## src/rtl/usb2_ts_pkg.sv

```systemverilog
// ----------------------------------------------------------------------------
// usb2_ts_pkg
// Shared constants, FSM state encoding and a byte-count helper for the
// MPEG-TS to USB2 endpoint-3 packer (usb2_ts_packer, usb2_ts_flush_timer).
// ----------------------------------------------------------------------------
package usb2_ts_pkg;

  localparam logic [10:0] TS_PKT_LEN      = 11'd188;
  localparam logic [7:0]  TS_PKT_LAST_IDX = 8'd187;
  localparam logic [7:0]  TS_SYNC         = 8'h47;

  typedef enum logic [2:0] {
    ST_IDLE     = 3'd0,
    ST_FILL     = 3'd1,
    ST_SKIP     = 3'd2,
    ST_COMMIT   = 3'd3,
    ST_WAIT_ACK = 3'd4
  } ts_state_e;

  // Byte count of a number of complete TS packets; never exceeds 940.
  function automatic logic [10:0] pkt_bytes(input logic [2:0] cnt);
    return 11'(cnt) * TS_PKT_LEN;
  endfunction

endpackage

```

## src/rtl/usb2_ts_flush_timer.sv

```systemverilog
// ----------------------------------------------------------------------------
// usb2_ts_flush_timer
// Counts enabled cycles; expire is high on the TIMEOUT-th consecutive
// enabled cycle that is not also a clear cycle.
// Ports:
//   clk, rst_n  clock / async active-low reset
//   clear       synchronous clear of the count (wins over enable)
//   enable      count this cycle
//   expire      combinational: this cycle completes TIMEOUT enabled cycles
// ----------------------------------------------------------------------------
module usb2_ts_flush_timer #(
  parameter logic [15:0] TIMEOUT = 16'd50000
) (
  input  logic clk,
  input  logic rst_n,
  input  logic clear,
  input  logic enable,
  output logic expire
);

  logic [15:0] cnt_q;

  assign expire = enable && !clear && (cnt_q == TIMEOUT - 16'd1);

  always_ff @(posedge clk or negedge rst_n) begin
    if (!rst_n) begin
      cnt_q <= 16'd0;
    end else if (clear) begin
      cnt_q <= 16'd0;
    end else if (enable && !expire) begin
      // NOTE: sequential state is always assigned with <= so every flop
      // samples pre-edge values regardless of statement order.
      cnt_q <= cnt_q + 16'd1;
    end
  end

endmodule

```

## src/rtl/usb2_ts_packer.sv

```systemverilog
// ----------------------------------------------------------------------------
// usb2_ts_packer
// Packs 188-byte MPEG-TS packets into the USB2 endpoint-3 IN buffer and
// commits the buffer after PKTS_PER_XFER packets, or earlier when the stream
// goes idle for FLUSH_TIMEOUT cycles with at least one packet buffered.
// Packets with a bad sync byte, or starting while the buffer is busy or not
// ready, are dropped whole.
// Ports:
//   phy_clk, reset_n           clock / async active-low reset
//   ts_data/ts_valid/ts_start  TS byte stream (ts_start marks byte 0)
//   buf_in_addr/data/wren      registered EP3 buffer write port
//   buf_in_ready               EP3 buffer free
//   buf_in_commit/_len/_ack    commit handshake (held until ack)
//   pkt_drop                   one-cycle pulse per dropped packet
//   stat_xfers/stat_drops      saturating counters, only when the macro
//                              TS_PACKER_STATS_EN is defined
// ----------------------------------------------------------------------------
module usb2_ts_packer
  import usb2_ts_pkg::*;
#(
  parameter int          PKTS_PER_XFER = 5,
  parameter logic [15:0] FLUSH_TIMEOUT = 16'd50000
) (
  input  logic        phy_clk,
  input  logic        reset_n,
  input  logic [7:0]  ts_data,
  input  logic        ts_valid,
  input  logic        ts_start,
  output logic [10:0] buf_in_addr,
  output logic [7:0]  buf_in_data,
  output logic        buf_in_wren,
  input  logic        buf_in_ready,
  output logic        buf_in_commit,
  output logic [10:0] buf_in_commit_len,
  input  logic        buf_in_commit_ack,
  output logic        pkt_drop
`ifdef TS_PACKER_STATS_EN
  ,
  output logic [15:0] stat_xfers,
  output logic [15:0] stat_drops
`endif
);

  ts_state_e   state_q;
  logic [2:0]  pkt_cnt_q;
  logic [7:0]  byte_idx_q;
  logic [10:0] base_q;
  logic        drop_pend_q;   // a packet started while the commit was pending

  logic sop, start_ok, last_byte;
  logic tmr_clear, tmr_enable, flush_expire;

  assign sop       = ts_valid && ts_start;
  assign start_ok  = (ts_data == TS_SYNC) && buf_in_ready;
  assign last_byte = (byte_idx_q == TS_PKT_LAST_IDX);

  // Idle time only matters while a partial transfer is sitting in the buffer.
  assign tmr_enable = (state_q == ST_IDLE) && (pkt_cnt_q != 3'd0);
  assign tmr_clear  = ts_valid || !tmr_enable;

  usb2_ts_flush_timer #(.TIMEOUT(FLUSH_TIMEOUT)) u_flush_timer (
    .clk    (phy_clk),
    .rst_n  (reset_n),
    .clear  (tmr_clear),
    .enable (tmr_enable),
    .expire (flush_expire)
  );

  always_ff @(posedge phy_clk or negedge reset_n) begin
    if (!reset_n) begin
      state_q           <= ST_IDLE;
      pkt_cnt_q         <= 3'd0;
      byte_idx_q        <= 8'd0;
      base_q            <= 11'd0;
      drop_pend_q       <= 1'b0;
      buf_in_addr       <= 11'd0;
      buf_in_data       <= 8'd0;
      buf_in_wren       <= 1'b0;
      buf_in_commit     <= 1'b0;
      buf_in_commit_len <= 11'd0;
      pkt_drop          <= 1'b0;
    end else begin
      // NOTE: pulse outputs default low each cycle; branches below only raise
      // them, which keeps wren and pkt_drop single-cycle by construction.
      buf_in_wren <= 1'b0;
      pkt_drop    <= 1'b0;

      if (sop && (state_q inside {ST_IDLE, ST_FILL, ST_SKIP})) begin
        // New packet start; in FILL this also aborts the partial packet,
        // which is simply overwritten since base_q has not moved.
        if (start_ok) begin
          buf_in_addr <= base_q;
          buf_in_data <= ts_data;
          buf_in_wren <= 1'b1;
          byte_idx_q  <= 8'd1;
          state_q     <= ST_FILL;
        end else begin
          pkt_drop <= 1'b1;
          state_q  <= ST_SKIP;
        end
      end else begin
        case (state_q)
          ST_IDLE: begin
            if (flush_expire) state_q <= ST_COMMIT;
          end

          ST_FILL: begin
            if (ts_valid) begin
              buf_in_addr <= base_q + 11'(byte_idx_q);
              buf_in_data <= ts_data;
              buf_in_wren <= 1'b1;
              if (last_byte) begin
                byte_idx_q <= 8'd0;
                pkt_cnt_q  <= pkt_cnt_q + 3'd1;
                base_q     <= base_q + TS_PKT_LEN;
                state_q    <= (pkt_cnt_q + 3'd1 == 3'(PKTS_PER_XFER)) ? ST_COMMIT : ST_IDLE;
              end else begin
                byte_idx_q <= byte_idx_q + 8'd1;
              end
            end
          end

          ST_SKIP: ;

          ST_COMMIT: begin
            buf_in_commit     <= 1'b1;
            buf_in_commit_len <= pkt_bytes(pkt_cnt_q);
            state_q           <= ST_WAIT_ACK;
            if (sop) begin
              pkt_drop    <= 1'b1;
              drop_pend_q <= 1'b1;
            end
          end

          ST_WAIT_ACK: begin
            if (sop) pkt_drop <= 1'b1;
            if (buf_in_commit_ack) begin
              buf_in_commit <= 1'b0;
              pkt_cnt_q     <= 3'd0;
              base_q        <= 11'd0;
              drop_pend_q   <= 1'b0;
              // The tail of a packet dropped here must not be mistaken for data.
              state_q       <= (drop_pend_q || sop) ? ST_SKIP : ST_IDLE;
            end else if (sop) begin
              drop_pend_q <= 1'b1;
            end
          end

          default: state_q <= ST_IDLE;
        endcase
      end
    end
  end

`ifdef TS_PACKER_STATS_EN
  always_ff @(posedge phy_clk or negedge reset_n) begin
    if (!reset_n) begin
      stat_xfers <= 16'd0;
      stat_drops <= 16'd0;
    end else begin
      if ((state_q == ST_WAIT_ACK) && buf_in_commit_ack && (stat_xfers != 16'hFFFF))
        stat_xfers <= stat_xfers + 16'd1;
      if (pkt_drop && (stat_drops != 16'hFFFF))
        stat_drops <= stat_drops + 16'd1;
    end
  end
`endif

endmodule
```

## config.mk

```make
export PLATFORM = sky130hd
export DESIGN_NAME = usb2_ts_packer
export DESIGN_NICKNAME = d
export VERILOG_FILES = /design/src/rtl/usb2_ts_pkg.sv /design/src/rtl/usb2_ts_flush_timer.sv /design/src/rtl/usb2_ts_packer.sv
export SDC_FILE = /design/constraint.sdc
export NUM_CORES = 1
export LEC_CHECK = 0
export CAP_MARGIN = 40
export CORE_UTILIZATION = 58
export CTS_CLUSTER_SIZE = 12
export DETAILED_ROUTE_END_ITERATION = 7
export MAX_ROUTING_LAYER = met4
export PLACE_DENSITY_LB_ADDON = 0.2
export SYNTH_ARGS = -nofsm -noshare
export SYNTH_HDL_FRONTEND = slang
export SYNTH_SLANG_ARGS = --single-unit
export TNS_END_PERCENT = 30
```

## constraint.sdc

```tcl
create_clock -name phy_clk -period 7.3 [get_ports phy_clk]
set_input_delay 0.73 -clock phy_clk [delete_from_list [all_inputs] [get_ports phy_clk]]
set_output_delay 0.73 -clock phy_clk [all_outputs]
set_load 0.005 [all_outputs]
```

-- After elaboration in Yosys (flattened, before gate mapping)
Cells that the tools add are included.
- bits in registers: 73
- output and inout port bits: 33
- bits of input ports: 14
- logic and storage cells: 108
- bitwise logic cells: 1
- reduce and logical (&&, ||, !) cells: 27
- multiplexer cells: 45
- equal/unequal tests: 17
- multiply operators: 1
- add/sub/neg operators: 5
- operators by type and width (operator ; number):
    two-way mux 11 bit ; 7
    two-way mux 8 bit ; 9
    two-way mux 16 bit ; 2
    two-way mux 3 bit ; 8
    case mux 11 bit (2 select lines) ; 1
    adder 16 x 1 -> 16 bit, second input constant ; 1
    equality test 16 bit, second input constant ; 1
    case mux 3 bit (5 select lines) ; 1
    adder 11 x 8 -> 11 bit ; 1
    adder 11 x 8 -> 11 bit, second input constant ; 1
    two-way mux 1 bit ; 11
    AND reduction 5 bit ; 2
    nonzero test 2 bit ; 5
    multiplier 3 x 6 -> 9 bit, second input constant ; 1
    adder 8 x 1 -> 8 bit, second input constant ; 1
    equality test 8 x 7 -> 1 bit, second input constant ; 1
    equality test 8 bit, second input constant ; 1
    != test 2 bit, second input constant ; 4
    logical AND 1 bit ; 7
    equality test 3 x 2 -> 1 bit, second input constant ; 2
    equality test 3 bit, second input constant ; 2
    two-way mux 2 bit ; 3
    != test 3 x 2 -> 1 bit, second input constant ; 2
    case mux 3 bit (2 select lines) ; 1
    14 further kinds ; 21

-- Logic depth before layout (Yosys ltp)
Gate-level depths: netlist of run 1.
- depth after elaboration: 11
- gate-level depth with buffers: 8
- mapped depth without buffers: 7

-- Cells and area by module
Synthesis of run 1 repeated with hierarchy kept, for this count alone.
- cells, all modules: 450
- area total of the unflattened synthesis: 4106.4 um^2
- by module, submodules not included (module ; cells each ; sequential area each (um^2) ; area each (um^2) ; times used):
    usb2_ts_packer ; 348 ; 1376.3 ; 3138.0 ; 1
    usb2_ts_flush_timer ; 102 ; 400.4 ; 968.4 ; 1

-- Worst setup path before layout of run 1
No wires, ideal clock.
- kind: reg2reg
- start point: register pkt_cnt_q[0]
- end point: register buf_in_commit_len[8]
- stages on the path, launching flop included: 8
- slack: 4.999 ns
- data required time: 7.165 ns
- library setup time: 0.135 ns
- arrival time: 2.166 ns
- clock period less this slack: 2.301 ns
- buffers on the path: 0
- cell sequence: dfrtp_1 -> fa_1 -> ha_1 -> fa_1 -> a21o_1 -> a21oi_1 -> xor2_1 -> o21ai_0
- cells in the longest elaborated chain, start to end: 1
- ends and longest elaborated chain (what ; line ; text):
    start: declaration ; usb2_ts_packer.sv:45 ; logic [2:0] pkt_cnt_q;
    start signal: assignment ; usb2_ts_packer.sv:114 ; pkt_cnt_q <= pkt_cnt_q + 3'd1;
    multiplier 3 x 6 -> 9 bit ; usb2_ts_pkg.sv:22 ; return 11'(cnt) * TS_PKT_LEN;
    end signal: assignment ; usb2_ts_packer.sv:127 ; buf_in_commit_len <= pkt_bytes(pkt_cnt_q);
    end: declaration ; usb2_ts_packer.sv:34 ; output logic [10:0] buf_in_commit_len,
No other way between the ends.
A chain may end at the register's enable or synchronous reset.

-- Final worst setup path of run 1
- start point: input port ts_valid
- end point: register byte_idx_q[0]
- cells in the longest elaborated chain, start to end: 4
- elaborated cells on any way between the ends: 7
- those cells by class: eq/ne: 1; mux: 1; reduce/logical: 5
- ends and longest elaborated chain (what ; line ; text):
    start: declaration ; usb2_ts_packer.sv:27 ; input logic ts_valid,
    logical AND 1 bit ; usb2_ts_packer.sv:53 ; assign sop = ts_valid && ts_start;
    logical AND 1 bit ; usb2_ts_packer.sv:88 ; if (sop && (state_q inside {ST_IDLE, ST_FILL, ST_SKIP})) begin
    != test 2 bit (no line) or nonzero test 2 bit (tied branches) ; - ;
    AND reduction 3 bit (no line) ; - ;
    end signal: assignment ; usb2_ts_packer.sv:118 ; byte_idx_q <= byte_idx_q + 8'd1;
    end: declaration ; usb2_ts_packer.sv:46 ; logic [7:0] byte_idx_q;
Parallel ways exist; a longest one is shown, timed or not.

==> summary.txt, run 1 <==
Run status
  • Outcome: finished, violations left
  • Failing checks: design-rule violations

Setup path
  • Worst path required time: 7.54 ns
  • Crit path max fanout: 29
  • Crit start category: primary input
  • Slowest-stage cell, CP: clkdlybuf4s50_1
  • Kind of critical path: primary input to flop
  • CP arrival: around 2.9 ns
  • Critical path endpoint category: flop
  • Cells traversed along the worst timing path: clkdlybuf4s50_1, and3b_1, nand2_1, o21a_1, buf_4, inv_2, mux2_2
  • Crit-path max cell delay: 0.53 ns

Clock tree
  • Post_cts resized: 0
  • Clock Path Buffers: 2
  • Root Buffer Master: clkbuf_8
  • H-tree depth: 3
  • Post-CTS Setup Inserts: 0
  • # clock sinks: 71
  • Clock latency on the worst-skew pair: 0.35 ns
  • CTS Buf Count: 9
  • TritonCTS clock tree: built
  • Hold buffers post-CTS: 0
  • Worst-path clk slew: 0.07 ns

Timing
  • Post-Route Setup TNS: 0 ns
  • Skew final: 0.0100 ns
  • Setup Viol. Count Final: 0
  • Fin. max-slew vios: 0
  • Slew HR: 53.1%
  • Final period util: a little under two fifths
  • Worst-Margin Slew: roughly 0.7 ns
  • RSZ-0062 raised after global routing: no
  • Fmax: about 0.37 GHz
  • Crit path time final: 2.69 ns
  • Fin. Hold Viols: 0

Layout
  • Area Overhead vs Synth: 16.6%
  • Diode count: 0
  • Number of fill cells: between 400 and 500
  • Fraction of layout cells with a size suffix above 1: 6.92%
  • Fin nets: 511

Floorplan
  • Die area: roughly 7200 sq um
  • Starting density of the core: 61.2%
  • Die W: roughly 85 um
  • Die Y: around 85 um
  • Row cnt: 29
  • Core area: 6490 sq um
  • Top Ports: 47

Detailed routing
  • Routed WL per cell: 14.9 um
  • Vias: 3286
  • Detailed-route vias per instance: 5.93
  • Drt pass-1 iters: 7
  • Drt drc: 2
  • Final wirelength: ~8300 um
  • Detail Route Antenna Nets: 0
  • Drt first-iter violations: 211

Placed design
  • Final GP Congestion: approximately 0.98
  • Placed wire-length estimate: around 6000 um
  • Port bufs: 44

Power
  • Static Leak: slightly above 0.002 uW
  • Total power: 1580 uW
  • Max VDD drop: roughly 0.00021 V
  • Cell Pwr Density: ~340 nW/um^2

Worst hold path
  • Worst min-delay path class: primary input to asynchronous set/reset pin

GRT
  • First-pass GRT wire length: 14400 um
  • Total Routing Usage GR: 26.3%
  • Initial antenna violation count: 0
  • Congestion Overflow GR: 0
  • Vias in the first global route: 3144
  • Largest net degree at the start of global routing: 52

Job
  • Max-Cap Viols: 0

Logic synthesis
  • Synthesized area: slightly below 4000 sq um
  • FFs w/ async S/R, synth: 100%
  • Syn_area_per_cell: 9.20 sq um
  • Post-synthesis sequential area ratio: 44.7%
  • Post-Synthesis Cells: 432
  • Post-synth EDFFs: 0
  • Most used DFF post-synth: dfrtp_1
  • Synth Register Bits: 71
  • YS warnings: 0
  • Netlist cell types: 59
[worst max-delay path, delay by kind of cell]
kind	cells	cell delay (ns)
AOI/OAI and AO/OA	1	0.25
buffers and inverters	3	1.09
muxes	1	0.38
and+or+nand+nor	2	0.47
[path summary, 6_finish.rpt]
check,end,depth (start not counted),startpoint,slack (ns)
worst min-delay path,u_flush_timer.cnt_q[6],2,reset_n,0.36
worst max-delay path,byte_idx_q[0],7,ts_valid,4.61
max in group asynchronous,base_q[3],3,reset_n,6.41
min in group phy_clk,buf_in_data[2],2,buf_in_data[2],0.47
worst min register to register,buf_in_data[2],2,buf_in_data[2],0.47
worst max register to register,buf_in_commit_len[8],7,pkt_cnt_q[2],4.85
[routing by layer]
layer | GRT usage (%) | vias to the layer above | share of wire, %
li1 | - | 1585 | -
met4 | 11.6 | 0 | 2.3
met1 | 34.0 | 1597 | 45
met3 | 5.01 | 19 | 4.5
met2 | 40.4 | 85 | 48
met5 | - | - | 0
[cells in the mapped netlist (all sizes together), types with 3 or more instances]
| master | number | area share (%) |
|---|---|---|
| dfrtp | 71 | 45 |
| nand2 | 69 | 6.5 |
| o21ai | 45 | 5.8 |
| nor2 | 40 | 3.8 |
| ha | 19 | 6.0 |
| a21oi | 17 | 2.1 |
| nand3 | 15 | 1.9 |
| xnor2 | 14 | 3.1 |
| xor2 | 12 | 2.6 |
| clkbuf | 11 | 1.1 |
| inv | 11 | 1.0 |
| buf | 7 | 0.98 |
| nand2b | 7 | 1.2 |
| nor4 | 7 | 1.5 |
| and3 | 6 | 0.98 |
| a21o | 5 | 0.94 |
| a31oi | 5 | 0.79 |
| mux2 | 5 | 1.4 |
| o31ai | 5 | 0.94 |
| and2 | 4 | 0.63 |
| nand4 | 4 | 0.63 |
| nor3 | 4 | 0.63 |
| o211ai | 4 | 0.76 |
| or3 | 4 | 0.63 |
| a22o | 3 | 0.66 |
| fa | 3 | 1.5 |
| nor3b | 3 | 0.57 |
| o21a | 3 | 0.57 |
| o21bai | 3 | 0.57 |
| or2 | 3 | 0.47 |
| or4 | 3 | 0.76 |
[registers in the layout, indices dropped and copies added, names as in the netlist]
name                 cells
state_q                  3
buf_in_addr             11
u_flush_timer.cnt_q     16
buf_in_wren              1
pkt_drop                 1
buf_in_commit_len        9
byte_idx_q               8
base_q                   9
buf_in_data              8
pkt_cnt_q                3
drop_pend_q              1
buf_in_commit            1
[cell type report]
type | count | area [sq um] | area share (%)
well taps | 77 | 96.3 | 2.08
clock inverters | 1 | 7.51 | 0.162
repair buffers | 48 | 485 | 10.5
inverters | 11 | 41.3 | 0.891
flip-flops and latches | 71 | 1780 | 38.3
multi-input cells | 334 | 2080 | 44.9
clock buffers | 12 | 145 | 3.13
[cell families (layout without fill, tap and decap cells)]
| logic type | count (synthesis) | in the layout | synth area share [%] |
|---|---|---|---|
| fa+ha+maj | 22 | 22 | 7.50 |
| compound gates | 97 | 97 | 14.7 |
| flops | 71 | 71 | 44.7 |
| other cells | 1 | 3 | 0.0944 |
| xor+xnor | 26 | 26 | 5.73 |
| simple gates | 179 | 179 | 22.3 |
| mux | 7 | 7 | 1.92 |
| buf+inv | 29 | 72 | 3.09 |
[power breakdown]
part / internal (uW) / switching, uW / total, uW
logic: 350 / 334 / 683
clock network: 127 / 134 / 261
registers: 508 / 127 / 635
[stage by stage]
| step | hold slack [ns] | worst slack, ns | instance area, sq um | util [%] | instances |
|---|---|---|---|---|---|
| 4_1_cts | 0.358 | 4.63 | 4630 | 71.3 | 554 |
| 3_3_place_gp | 0.450 | 4.32 | 4450 | 68.6 | 540 |
| 6_report | 0.358 | 4.61 | 4630 | 71.3 | 554 |
| 5_1_grt | 0.375 | 4.50 | 4630 | 71.3 | 554 |
| 2_1_floorplan | 0.434 | 5.00 | 3980 | - | 434 |
| 3_5_place_dp | 0.463 | 4.26 | 4480 | 69.0 | 541 |
[cells in the final DEF, fill, tap and decap left out, types with 3 or more instances in the layout]
cell type        count
or3_1                4
nor4_1               6
o21bai_1             3
fa_1                 3
o211ai_1             4
a31oi_1              5
nor3b_1              3
mux2_2               5
nor2_1              40
a21o_1               5
nand4_1              4
nand3_1             15
and3_1               5
clkdlybuf4s50_1     43
conb_1               3
xor2_1              12
ha_1                19
and2_1               4
xnor2_1             14
o21ai_0             39
nand2_1             69
buf_4                3
a21oi_1             17
nor3_1               3
nand2b_1             6
inv_1               10
o31ai_1              5
clkbuf_8            10
o21ai_1              5
or2_2                3
a22o_1               3
dfrtp_1             71
o21a_1               3
(Power assumes the default switching activity.)
==> run 2: changes to the inputs <==
--- a/config.mk
+++ b/config.mk
@@ -6,7 +6,7 @@
 export NUM_CORES = 1
 export LEC_CHECK = 0
 export CAP_MARGIN = 40
-export CORE_UTILIZATION = 58
+export CORE_UTILIZATION = 51
 export CTS_CLUSTER_SIZE = 12
 export DETAILED_ROUTE_END_ITERATION = 7
 export MAX_ROUTING_LAYER = met4
==> constraint.sdc (replaced) <==
create_clock -name phy_clk -period 2.4 [get_ports phy_clk]
set_input_delay 0.24 -clock phy_clk [delete_from_list [all_inputs] [get_ports phy_clk]]
set_output_delay 0.24 -clock phy_clk [all_outputs]
set_load 0.005 [all_outputs]
==> run 2 against run 1 <==
The run now ends clean. Worst hold slack better by 0.062 ns. First-iteration DRC count is 62% lower. Cell area is 3.6% higher. Worst setup slack worse by 4.5 ns. Routed wire length hardly changed. Critical path depth stayed put. Sequential power grew to 2.9 times the previous value. Core utilization is 6.6 points lower. Flip-flop and latch count stayed put. Final cell count is 6.1% higher. Critical path type is now flop to flop. Highest routed layer unchanged.
==> summary.txt, run 2 (synthesis results as in run 1) <==
Timing
  • Final setup margin: 0.158 ns
  • Skew final: 0.0126 ns
  • RSZ-0062 raised after global routing: no
  • Fin. Hold Viols: 0
  • Post-Route Setup TNS: 0 ns
  • Slew HR: around three fifths
  • Final period util: 93.4%
  • Fin. max-slew vios: 0
  • Worst-Margin Slew: 0.585 ns
  • Fmax: 0.446 GHz
  • Crit path time final: 2.24 ns
  • Setup Viol. Count Final: 0

Setup path
  • Crit path max fanout: 3
  • Crit start category: flop
  • Cells traversed along the worst timing path: fa_2, ha_1, fa_2, a21o_1, a21oi_1, xor2_1, o21ai_0
  • Most Frequent Cell on Critical Path: fa_2
  • Crit path max-delay family: adder cells
  • Worst path required time: approximately 2.6 ns
  • CP arrival: roughly 2.5 ns
  • Kind of critical path: flop to flop
  • Critical path endpoint category: flop
  • Crit-path max cell delay: 0.52 ns
  • Slowest-stage cell, CP: fa_2
  • Worst Path Buf+Inv: 0

Worst hold path
  • Worst min-delay path class: primary input to asynchronous set/reset pin

Detailed routing
  • Detail Route Antenna Nets: 0
  • Drt pass-1 iters: 4
  • Vias: 3223
  • Drt first-iter violations: 81
  • Final wirelength: about 8300 um
  • Detailed-route vias per instance: about 5.5
  • Routed WL per cell: 14.1 um
  • Drt drc: 0

Layout
  • Most frequent cells in the layout: 71 x dfrtp_1, 69 x nand2_1, 43 x clkdlybuf4s50_1
  • Commonest non-fill, non-tap cell in the layout: dfrtp_1
  • Fin nets: 520
  • Design area: 4800 sq um
  • Final core utilization: between 60% and 70%
  • Biggest regs: u_flush_timer.cnt_q x16, buf_in_addr x11
  • Fraction of layout cells with a size suffix above 1: 9.61%
  • Top reg by flops: u_flush_timer.cnt_q
  • Max reg flops: 16
  • Area Overhead vs Synth: 20.8%
  • Diode count: 0

Floorplan
  • Core area: 7410 sq um
  • Top Ports: 47
  • Die Y: approximately 90 um
  • Row cnt: 31
  • Die area: just over 8000 sq um
  • Die W: ~90 um
  • Starting density of the core: 53.6%

Clock tree
  • Post-CTS Setup Inserts: 0
  • Worst-path clk slew: 0.08 ns
  • Clock latency on the worst-skew pair: 0.36 ns
  • Clock Path Buffers: 2
  • CTS Buf Count: 9
  • Root Buffer Master: clkbuf_8
  • H-tree depth: 3
  • # clock sinks: 71
  • TritonCTS clock tree: built

GRT
  • Congestion Overflow GR: 0
  • First-pass GRT wire length: roughly 15000 um
  • Largest net degree at the start of global routing: 48
  • Vias in the first global route: 3198
  • Total Routing Usage GR: 23.2%
  • Initial antenna violation count: 0

Power
  • Static Leak: ~0.0021 uW
  • Clock power share: 20.7%
  • Seq pwr share: 35.9%
  • Total power: roughly 5200 uW
  • Internal cell power: 3300 uW
  • Comb power frac: a little over two fifths
  • Cell Pwr Density: ~1100 nW/um^2
  • Net Sw Frac: about 36%
  • Max VDD drop: 0.000549 V
  • Net switching power: 1880 uW

Placed design
  • Port bufs: 44
  • Placed wire-length estimate: slightly below 6000 um
  • Placement Cell Area: about 4600 sq um
  • Pre-CTS setup slack: between 0.05 and 0.06 ns
  • Final GP Congestion: roughly 0.80

Run status
  • Outcome: finished clean

Job
  • Max-Cap Viols: 0
==> run 2: cell types whose count changed in the layout (fill, tap and decap cells not counted), sizes merged <==
cell         change
buf              +8
clkbuf           -1
dlygate4sd3      +1
bufinv           +2
clkinv           +2
==> run 2: final timing paths <==
| kind | startpoint | to | slack, ns | cells past startpoint |
|---|---|---|---|---|
| worst max-delay path | pkt_cnt_q[0] | buf_in_commit_len[8] | 0.16 | 7 |
| worst min-delay path | reset_n | u_flush_timer.cnt_q[9] | 0.42 | 2 |
| worst max register to register | pkt_cnt_q[0] | buf_in_commit_len[8] | 0.16 | 7 |
| worst min register to register | buf_in_data[2] | buf_in_data[2] | 0.47 | 2 |
| max in group asynchronous | reset_n | buf_in_addr[6] | 1.33 | 3 |
| min in group phy_clk | ts_data[0] | buf_in_data[0] | 0.43 | 3 |
==> run 2: worst register-to-register path: stages (launching register included) <==
cell	delay [ns]
dfrtp_1	0.41
fa_2	0.52
ha_1	0.25
fa_2	0.36
a21o_1	0.16
a21oi_1	0.17
xor2_1	0.16
o21ai_0	0.08
==> run 2: final cells by class <==
class	instances	area (sq um)
clock buffers	11	141
clock inverters	5	81.3
fillers	623	2610
inverters	11	41.3
multi-input cells	334	2090
flip-flops and latches	71	1780
well taps	99	124
repair buffers	57	548
==> run 2: power by group through the flow <==
stage,Clock [uW],Combinational (uW),Sequential [uW]
3_3_place_gp,0,2170,1870
5_1_grt,1140,2520,1930
4_1_cts,1090,2260,1860
3_5_place_dp,0,2240,1880
2_1_floorplan,0,1370,1830
6_report,1070,2250,1860
==> run 2: what timing repair did <==
item | CTS | global route
resized for setup | 0 | 2
endpoints found under the hold margin | 24 | 0
endpoints found under the setup margin | 0 | 1
hold buffers | 1 | 0
==> run 2: layer usage <==
layer | vias up | routed length (um) | GRT usage [%]
met3 | 11 | 359 | 5.72
met5 | - | 0 | -
met1 | 1543 | 3920 | 29.3
met2 | 58 | 3890 | 36.6
li1 | 1611 | - | -
met4 | 0 | 113 | 7.80
==> run 2: stage by stage <==
stage,hold WS [ns],std cells
global placement,0.262,571
global route,0.438,588
detailed placement,0.274,571
CTS,0.437,588
finish,0.420,588
floorplan,-0.0556,434
